## src/rtl/plru_update_ctrl_if.sv

```systemverilog
// Request/response handshake between the cache control FSM (master) and the
// PLRU update controller (slave).
interface plru_update_ctrl_if #(
   parameter int unsigned S_INDEX = 4
) ();
   logic               req_valid;
   logic               req_ready;
   logic [S_INDEX-1:0] req_set;
   logic               req_hit;
   logic [1:0]         req_way;
   logic [3:0]         req_vmask;
   logic               resp_valid;
   logic               resp_ready;
   logic [1:0]         resp_way;

   modport master (
      output req_valid, req_set, req_hit, req_way, req_vmask, resp_ready,
      input  req_ready, resp_valid, resp_way
   );

   modport slave (
      input  req_valid, req_set, req_hit, req_way, req_vmask, resp_ready,
      output req_ready, resp_valid, resp_way
   );
endinterface

```

## src/rtl/plru_update_ctrl.sv

```systemverilog
// Two-stage tree-PLRU controller for a 4-way cache: reads the set state on
// array port 0, resolves hit/victim way, writes the updated state on port 1.
module plru_update_ctrl #(
   parameter int unsigned S_INDEX = 4
) (
   input  logic               clk0,
   input  logic               rst0_n,
   plru_update_ctrl_if.slave  bus,
   output logic               lru_csb0,
   output logic               lru_web0,
   output logic [S_INDEX-1:0] lru_addr0,
   input  logic [2:0]         lru_dout0,
   output logic               lru_csb1,
   output logic               lru_web1,
   output logic [S_INDEX-1:0] lru_addr1,
   output logic [2:0]         lru_din1
);

   logic               s2_valid;
   logic [S_INDEX-1:0] s2_set;
   logic               s2_hit;
   logic [1:0]         s2_way;
   logic [3:0]         s2_vmask;

   logic               accept;
   logic               fire;
   logic [1:0]         sel_way;
   logic [2:0]         new_bits;

   assign bus.req_ready  = !s2_valid || bus.resp_ready;
   assign accept         = bus.req_valid && bus.req_ready;
   assign fire           = s2_valid && bus.resp_ready;

   // Port 0 is only strobed on accept, so a stall keeps lru_dout0 stable.
   assign lru_csb0       = !accept;
   assign lru_web0       = 1'b1;
   assign lru_addr0      = bus.req_set;

   assign bus.resp_valid = s2_valid;
   assign bus.resp_way   = sel_way;

   always_ff @(posedge clk0 or negedge rst0_n) begin
      if (!rst0_n) begin
         s2_valid <= 1'b0;
         s2_set   <= '0;
         s2_hit   <= 1'b0;
         s2_way   <= '0;
         s2_vmask <= '0;
      end else if (accept) begin
         s2_valid <= 1'b1;
         s2_set   <= bus.req_set;
         s2_hit   <= bus.req_hit;
         s2_way   <= bus.req_way;
         s2_vmask <= bus.req_vmask;
      end else if (fire) begin
         s2_valid <= 1'b0;
      end
   end

   always_comb begin
      sel_way = s2_way;
      if (!s2_hit) begin
         if (!s2_vmask[0])      sel_way = 2'd0;
         else if (!s2_vmask[1]) sel_way = 2'd1;
         else if (!s2_vmask[2]) sel_way = 2'd2;
         else if (!s2_vmask[3]) sel_way = 2'd3;
         else if (!lru_dout0[0]) sel_way = {1'b0, lru_dout0[1]};
         else                    sel_way = {1'b1, lru_dout0[2]};
      end
   end

   // Tree bits are flipped to point away from the accessed way.
   always_comb begin
      new_bits = lru_dout0;
      case (sel_way)
         2'd0: begin new_bits[0] = 1'b1; new_bits[1] = 1'b1; end
         2'd1: begin new_bits[0] = 1'b1; new_bits[1] = 1'b0; end
         2'd2: begin new_bits[0] = 1'b0; new_bits[2] = 1'b1; end
         default: begin new_bits[0] = 1'b0; new_bits[2] = 1'b0; end
      endcase
   end

   assign lru_csb1  = 1'b0;
   assign lru_web1  = !fire;
   assign lru_addr1 = fire ? s2_set : '0;
   assign lru_din1  = fire ? new_bits : '0;

endmodule

```

## src/flat_wrapper.sv

```systemverilog
// flat-port wrapper written by rule: the top's interface ports become plain ports
module plru_update_ctrl_flat 
#(
   parameter int unsigned S_INDEX = 4
)
  (clk0, rst0_n, lru_csb0, lru_web0, lru_addr0, lru_dout0, lru_csb1, lru_web1, lru_addr1, lru_din1, bus_req_valid, bus_req_set, bus_req_hit, bus_req_way, bus_req_vmask, bus_resp_ready, bus_req_ready, bus_resp_valid, bus_resp_way);
  plru_update_ctrl_if #(.S_INDEX(S_INDEX)) bus_i ();
  input  logic clk0;
  input  logic rst0_n;
  output logic lru_csb0;
  output logic lru_web0;
  output logic [S_INDEX-1:0] lru_addr0;
  input  logic [2:0] lru_dout0;
  output logic lru_csb1;
  output logic lru_web1;
  output logic [S_INDEX-1:0] lru_addr1;
  output logic [2:0] lru_din1;
  input wire logic [$bits(bus_i.req_valid)-1:0] bus_req_valid;
  input wire logic [$bits(bus_i.req_set)-1:0] bus_req_set;
  input wire logic [$bits(bus_i.req_hit)-1:0] bus_req_hit;
  input wire logic [$bits(bus_i.req_way)-1:0] bus_req_way;
  input wire logic [$bits(bus_i.req_vmask)-1:0] bus_req_vmask;
  input wire logic [$bits(bus_i.resp_ready)-1:0] bus_resp_ready;
  output wire logic [$bits(bus_i.req_ready)-1:0] bus_req_ready;
  output wire logic [$bits(bus_i.resp_valid)-1:0] bus_resp_valid;
  output wire logic [$bits(bus_i.resp_way)-1:0] bus_resp_way;
  assign bus_i.req_valid = bus_req_valid;
  assign bus_i.req_set = bus_req_set;
  assign bus_i.req_hit = bus_req_hit;
  assign bus_i.req_way = bus_req_way;
  assign bus_i.req_vmask = bus_req_vmask;
  assign bus_i.resp_ready = bus_resp_ready;
  assign bus_req_ready = bus_i.req_ready;
  assign bus_resp_valid = bus_i.resp_valid;
  assign bus_resp_way = bus_i.resp_way;
  plru_update_ctrl #(.S_INDEX(S_INDEX)) u_core (.clk0(clk0), .rst0_n(rst0_n), .bus(bus_i), .lru_csb0(lru_csb0), .lru_web0(lru_web0), .lru_addr0(lru_addr0), .lru_dout0(lru_dout0), .lru_csb1(lru_csb1), .lru_web1(lru_web1), .lru_addr1(lru_addr1), .lru_din1(lru_din1));
endmodule
```

## config.mk

```make
export PLATFORM = sky130hd
export DESIGN_NAME = plru_update_ctrl_flat
export DESIGN_NICKNAME = d
export VERILOG_FILES = /design/src/rtl/plru_update_ctrl_if.sv /design/src/rtl/plru_update_ctrl.sv /design/src/flat_wrapper.sv
export SDC_FILE = /design/constraint.sdc
export NUM_CORES = 1
export LEC_CHECK = 0
export ABC_AREA = 1
export BUFFER_PORTS_ARGS = -buffer_cell sky130_fd_sc_hd__clkbuf_2
export CAP_MARGIN = 20
export CORE_MARGIN = 3
export CORE_UTILIZATION = 46
export DETAILED_ROUTE_END_ITERATION = 7
export PLACE_DENSITY = 0.87
export REMOVE_ABC_BUFFERS = 1
export SYNTH_ARGS = -nofsm -noshare
export SYNTH_HDL_FRONTEND = slang
export SYNTH_SLANG_ARGS = --single-unit
```

## constraint.sdc

```tcl
create_clock -name clk0 -period 2.1 [get_ports clk0]
set_clock_uncertainty 0.2 [all_clocks]
set_input_delay 0.105 -clock clk0 [delete_from_list [all_inputs] [get_ports clk0]]
set_output_delay 0.105 -clock clk0 [all_outputs]
set_load 0.02 [all_outputs]
```

### After elaboration in Yosys (flattened, before gate mapping)

Cells that the tools add are included.

| operators by class | value |
|---|---|
| mux-type cells | 13 |
| reduce and logical (&&, ||, !) cells | 9 |
| equality and inequality tests | 2 |

Operators with widths:

| operator | count |
|---|---|
| two-way mux 2 bit | 6 |
| two-way mux 4 bit | 1 |
| case mux 1 bit (2 select lines) | 2 |
| zero test 1 bit | 3 |
| two-way mux 1 bit | 3 |
| two-way mux 3 bit | 1 |
| equality test 2 x 1 -> 1 bit (second input constant) | 1 |
| equality test 2 bit (second input constant) | 1 |
| logical AND 1 bit | 2 |
| zero test 2 bit | 1 |
| nonzero test 2 bit | 1 |
| OR reduction 2 bit | 1 |
| logical OR 1 bit | 1 |

| word-level totals | value |
|---|---|
| register bits | 12 |
| output and inout port bits | 19 |
| logic and storage cells | 29 |

### Longest topological paths before layout

| depth | value |
|---|---|
| depth in word-level cells | 10 |
| depth in mapped cells | 8 |

### Worst setup path before layout

OpenSTA, ideal clock, no wires.

| timing path | value |
|---|---|
| path type | reg-to-output |
| start | reg u_core.s2_valid, in the netlist u_core.bus.resp_valid |
| end | out lru_din1[1] |
| cell stages (with the launch flop) | 5 |
| required time | 1.795 ns |
| setup slack | 0.499 ns |
| buffers on the path | 0 |
| data arrival time | 1.296 ns |
| cell sequence | dfrtp_1 nand2_1 nor2_4 nand3_1 nand2_1 |

| on the way | value |
|---|---|
| longest elaborated chain between the ends | 2 |

Ends and longest elaborated chain:

| item | RTL line | source |
|---|---|---|
| start, declared | plru_update_ctrl.sv:19 | `logic s2_valid;` |
| start signal, assigned | plru_update_ctrl.sv:44 | `s2_valid <= 1'b0;` |
| start signal, assigned | plru_update_ctrl.sv:50 | `s2_valid <= 1'b1;` |
| start signal, assigned | plru_update_ctrl.sv:56 | `s2_valid <= 1'b0;` |
| logical AND 1 bit | plru_update_ctrl.sv:32 | `assign fire = s2_valid && bus.resp_ready;` |
| two-way mux 3 bit | plru_update_ctrl.sv:86 | `assign lru_din1 = fire ? new_bits : '0;` |
| end, declared | flat_wrapper.sv:17 | `output logic [2:0] lru_din1;` |

No other way between the ends.

### Final worst setup path

| timing path | value |
|---|---|
| start | in bus_resp_ready |
| end | out lru_din1[2] |

| on the way | value |
|---|---|
| longest elaborated chain between the ends | 2 |

Ends and longest elaborated chain:

| item | RTL line | source |
|---|---|---|
| start, declared | flat_wrapper.sv:23 | `input wire logic [$bits(bus_i.resp_ready)-1:0] bus_resp_ready;` |
| logical AND 1 bit | plru_update_ctrl.sv:32 |  |
| two-way mux 3 bit | plru_update_ctrl.sv:86 |  |

No other way between the ends.

==> reports/metrics.yaml <==
yosys:
  yosys_most_used_dff: "dfrtp_1"
  ys_seq_area_share_pct: 42.6
  synth_top_area_share_pct: 42.6
  synth_async_sr_flop_share_pct: 100
  post-synth-top-count-cell: "nand2_1"
  synth_area_per_cell_um2: 9.65
  ys_types: 15
  synth_commonest_cells: "nand2_1 (14), dfrtp_1 (12), inv_1 (7), nor2_1 (7)"
  synth_warnings: 0
  yosysTopAreaCell: "dfrtp_1"
  synthCells: 73
  synth_area_leaders: "dfrtp_1 (43%), mux2_4 (13%), nand2_1 (7.5%)"
  postSynthRegisterBits: 12
  synth_edf_count: 0
  syn_area_um2: 704
critical_path:
  slowest_delay_ps: 530
  crit_slowest_cell: "dlygate4sd3_1"
  required_ps: 1790
  crit_chain: "dlygate4sd3_1 -> clkbuf_2 -> nand2_1 -> a21oi_2 -> nand3_1 -> nand2_1 -> clkbuf_2"
  path_class: "in2out"
  critPathCaptureType: "output pin"
  arrival_ps: 1460
  critPathLaunchType: "input port"
  cp_max_fo: 7
cells_and_area:
  regArea_um2: 300
  n_antenna_cell: 0
  fill_cells: 99
  area_growth_pct: 39.3
  design_area_um2: 981
  nets: 136
  post-route-util_pct: 71.8
  drive_above_1_share_pct: 49.1
  multi_input_area_um2: 313
die:
  row_count: 13
  start_util_pct: 51.6
  die_area_um2: 2040
  coreArea_um2: 1370
  dieWidth_um: 45.1
  die_h_um: 45.1
  ios: 37
global_routing:
  grt_usage_pct: 18.2
  antenna_found_initial: 0
  grt_max_degree: 19
  grt_pass1_wl_um: 2630
  grt_pass1_vias: 655
  grt-ovfl-total: 0
detailed_routing:
  drc: 0
  ant_nets: 0
  routed_wl_um: 1570
  wire_per_inst_um: 12.0
  drt_first_pass_iters: 4
  avgViaCountPerCell: 4.68
  via_count: 613
  drt_iter0_markers: 15
sta:
  fin_setup_tns_ps: 0
  holdWs_ps: 53.3
  fin_crit_sh_pct: 83.9
  final-hold-violation-count: 0
  setup_violations: 0
  drv_slew: 0
  rsz0062_at_grt: "no"
  fmax_ghz: 0.568
  post-route-min-period_ps: 1760
place:
  place.gp.congestion: 0.728
  port_buffers: 34
  hpwl_um: 1100
  place_area_um2: 828
power_and_ir_drop:
  leakagePower_uw: 0.000546
  ir_worst_vdd_mv: 0.479
  power_density_nw_per_um2: 674
clock_tree:
  cts_sinks: 12
  root_buffer: "clkbuf_4"
  cts_tree: "yes"
  clk_latency_ps: 260
  postCtsResizedCells: 0
  htreeDepth: 1
  clk_pin_slew_ps: 70
  cts_buffers: 3
  clockBufferDepth: 2
hold_path:
  hp-class: "in2async"
job:
  cap_violations: 0
run_status:
  status: "complete, no violations"
-- through the flow --
step	total power (µW)	setup WS, ps	std cells
2_1_floorplan	435	499	66
5_1_grt	705	222	131
3_3_place_gp	507	706	115
4_1_cts	667	327	131
3_5_place_dp	515	670	115
6_report	661	338	131
-- state kept, by name, indices dropped and copies added, names as in the netlist --
name	count
u_core.s2_vmask	4
u_core.s2_hit	1
u_core.s2_way	2
u_core.s2_set	4
u_core.bus.resp_valid	1
-- what timing repair did --
item / 4_1_cts / 5_1_grt
hold endpoints to repair: 24 / 0
hold buffers: 13 / 0
endpoints found under the setup margin: 0 / 0
setup buffers: 0 / 0
-- final cells by class --
class,instances,area share (%)
multi-input combinational,47,31.9
sequential,12,30.6
timing repair buffer,47,30.6
inverter,7,2.68
clock buffer,3,2.30
tap,15,1.91
-- kinds of logic after synthesis --
| kind of cell | count (synthesis) | share of synthesized area (%) |
|---|---|---|
| flops | 12 | 42.6 |
| other cells | 2 | 1.07 |
| compound gates | 6 | 7.46 |
| simple gates | 33 | 23.1 |
| mux | 6 | 12.8 |
| buf+inv | 14 | 13.0 |
-- metal layers --
layer / track usage (%) / up-vias / routed length [µm]
met5: 0 / - / 0
met4: 8.19 / 0 / 0
met3: 3.98 / 0 / 110
met2: 33.6 / 25 / 857
met1: 19.5 / 280 / 603
li1: - / 308 / -
-- path summary, 6_finish.rpt --
kind / slack (ps) / depth (start not counted) / to / startpoint
setup reg to reg: 670 / 3 / u_core.s2_way[0] / u_core.bus.resp_valid
hold / removal: 50 / 2 / u_core.s2_set[2] / rst0_n
setup / recovery: 340 / 7 / lru_din1[2] / bus_resp_ready
max in group asynchronous: 1430 / 2 / u_core.s2_vmask[2] / rst0_n
min in group clk0: 70 / 3 / u_core.bus.resp_valid / bus_req_valid
hold reg to reg: 320 / 1 / u_core.s2_way[0] / u_core.s2_way[0]
-- cell usage in the layout, fill, tap and decap left out --
cell	netlist	routed
a21oi_2	6	6
clkbuf_2	0	34
clkbuf_4	0	3
conb_1	2	2
dfrtp_1	12	12
dlygate4sd3_1	0	13
inv_1	7	7
mux2_4	6	6
nand2_1	14	14
nand2_2	2	2
nand2_4	1	1
nand3_1	4	4
nand3_2	1	1
nor2_1	7	7
nor2_2	3	3
nor2_4	1	1
-- report_power, final --
group,total [µW],leakage [µW],internal [µW],switching [µW]
clock,130,0.0000138,66.1,64.2
combinational,247,0.000396,104,142
sequential,284,0.000137,264,19.7
-- critical path, delay by kind of cell --
kind | cells | cell delay [ps]
buf+inv | 3 | 800
simple gates | 3 | 350
compound gates | 1 | 200
Power figures use the tool's default switching activity.
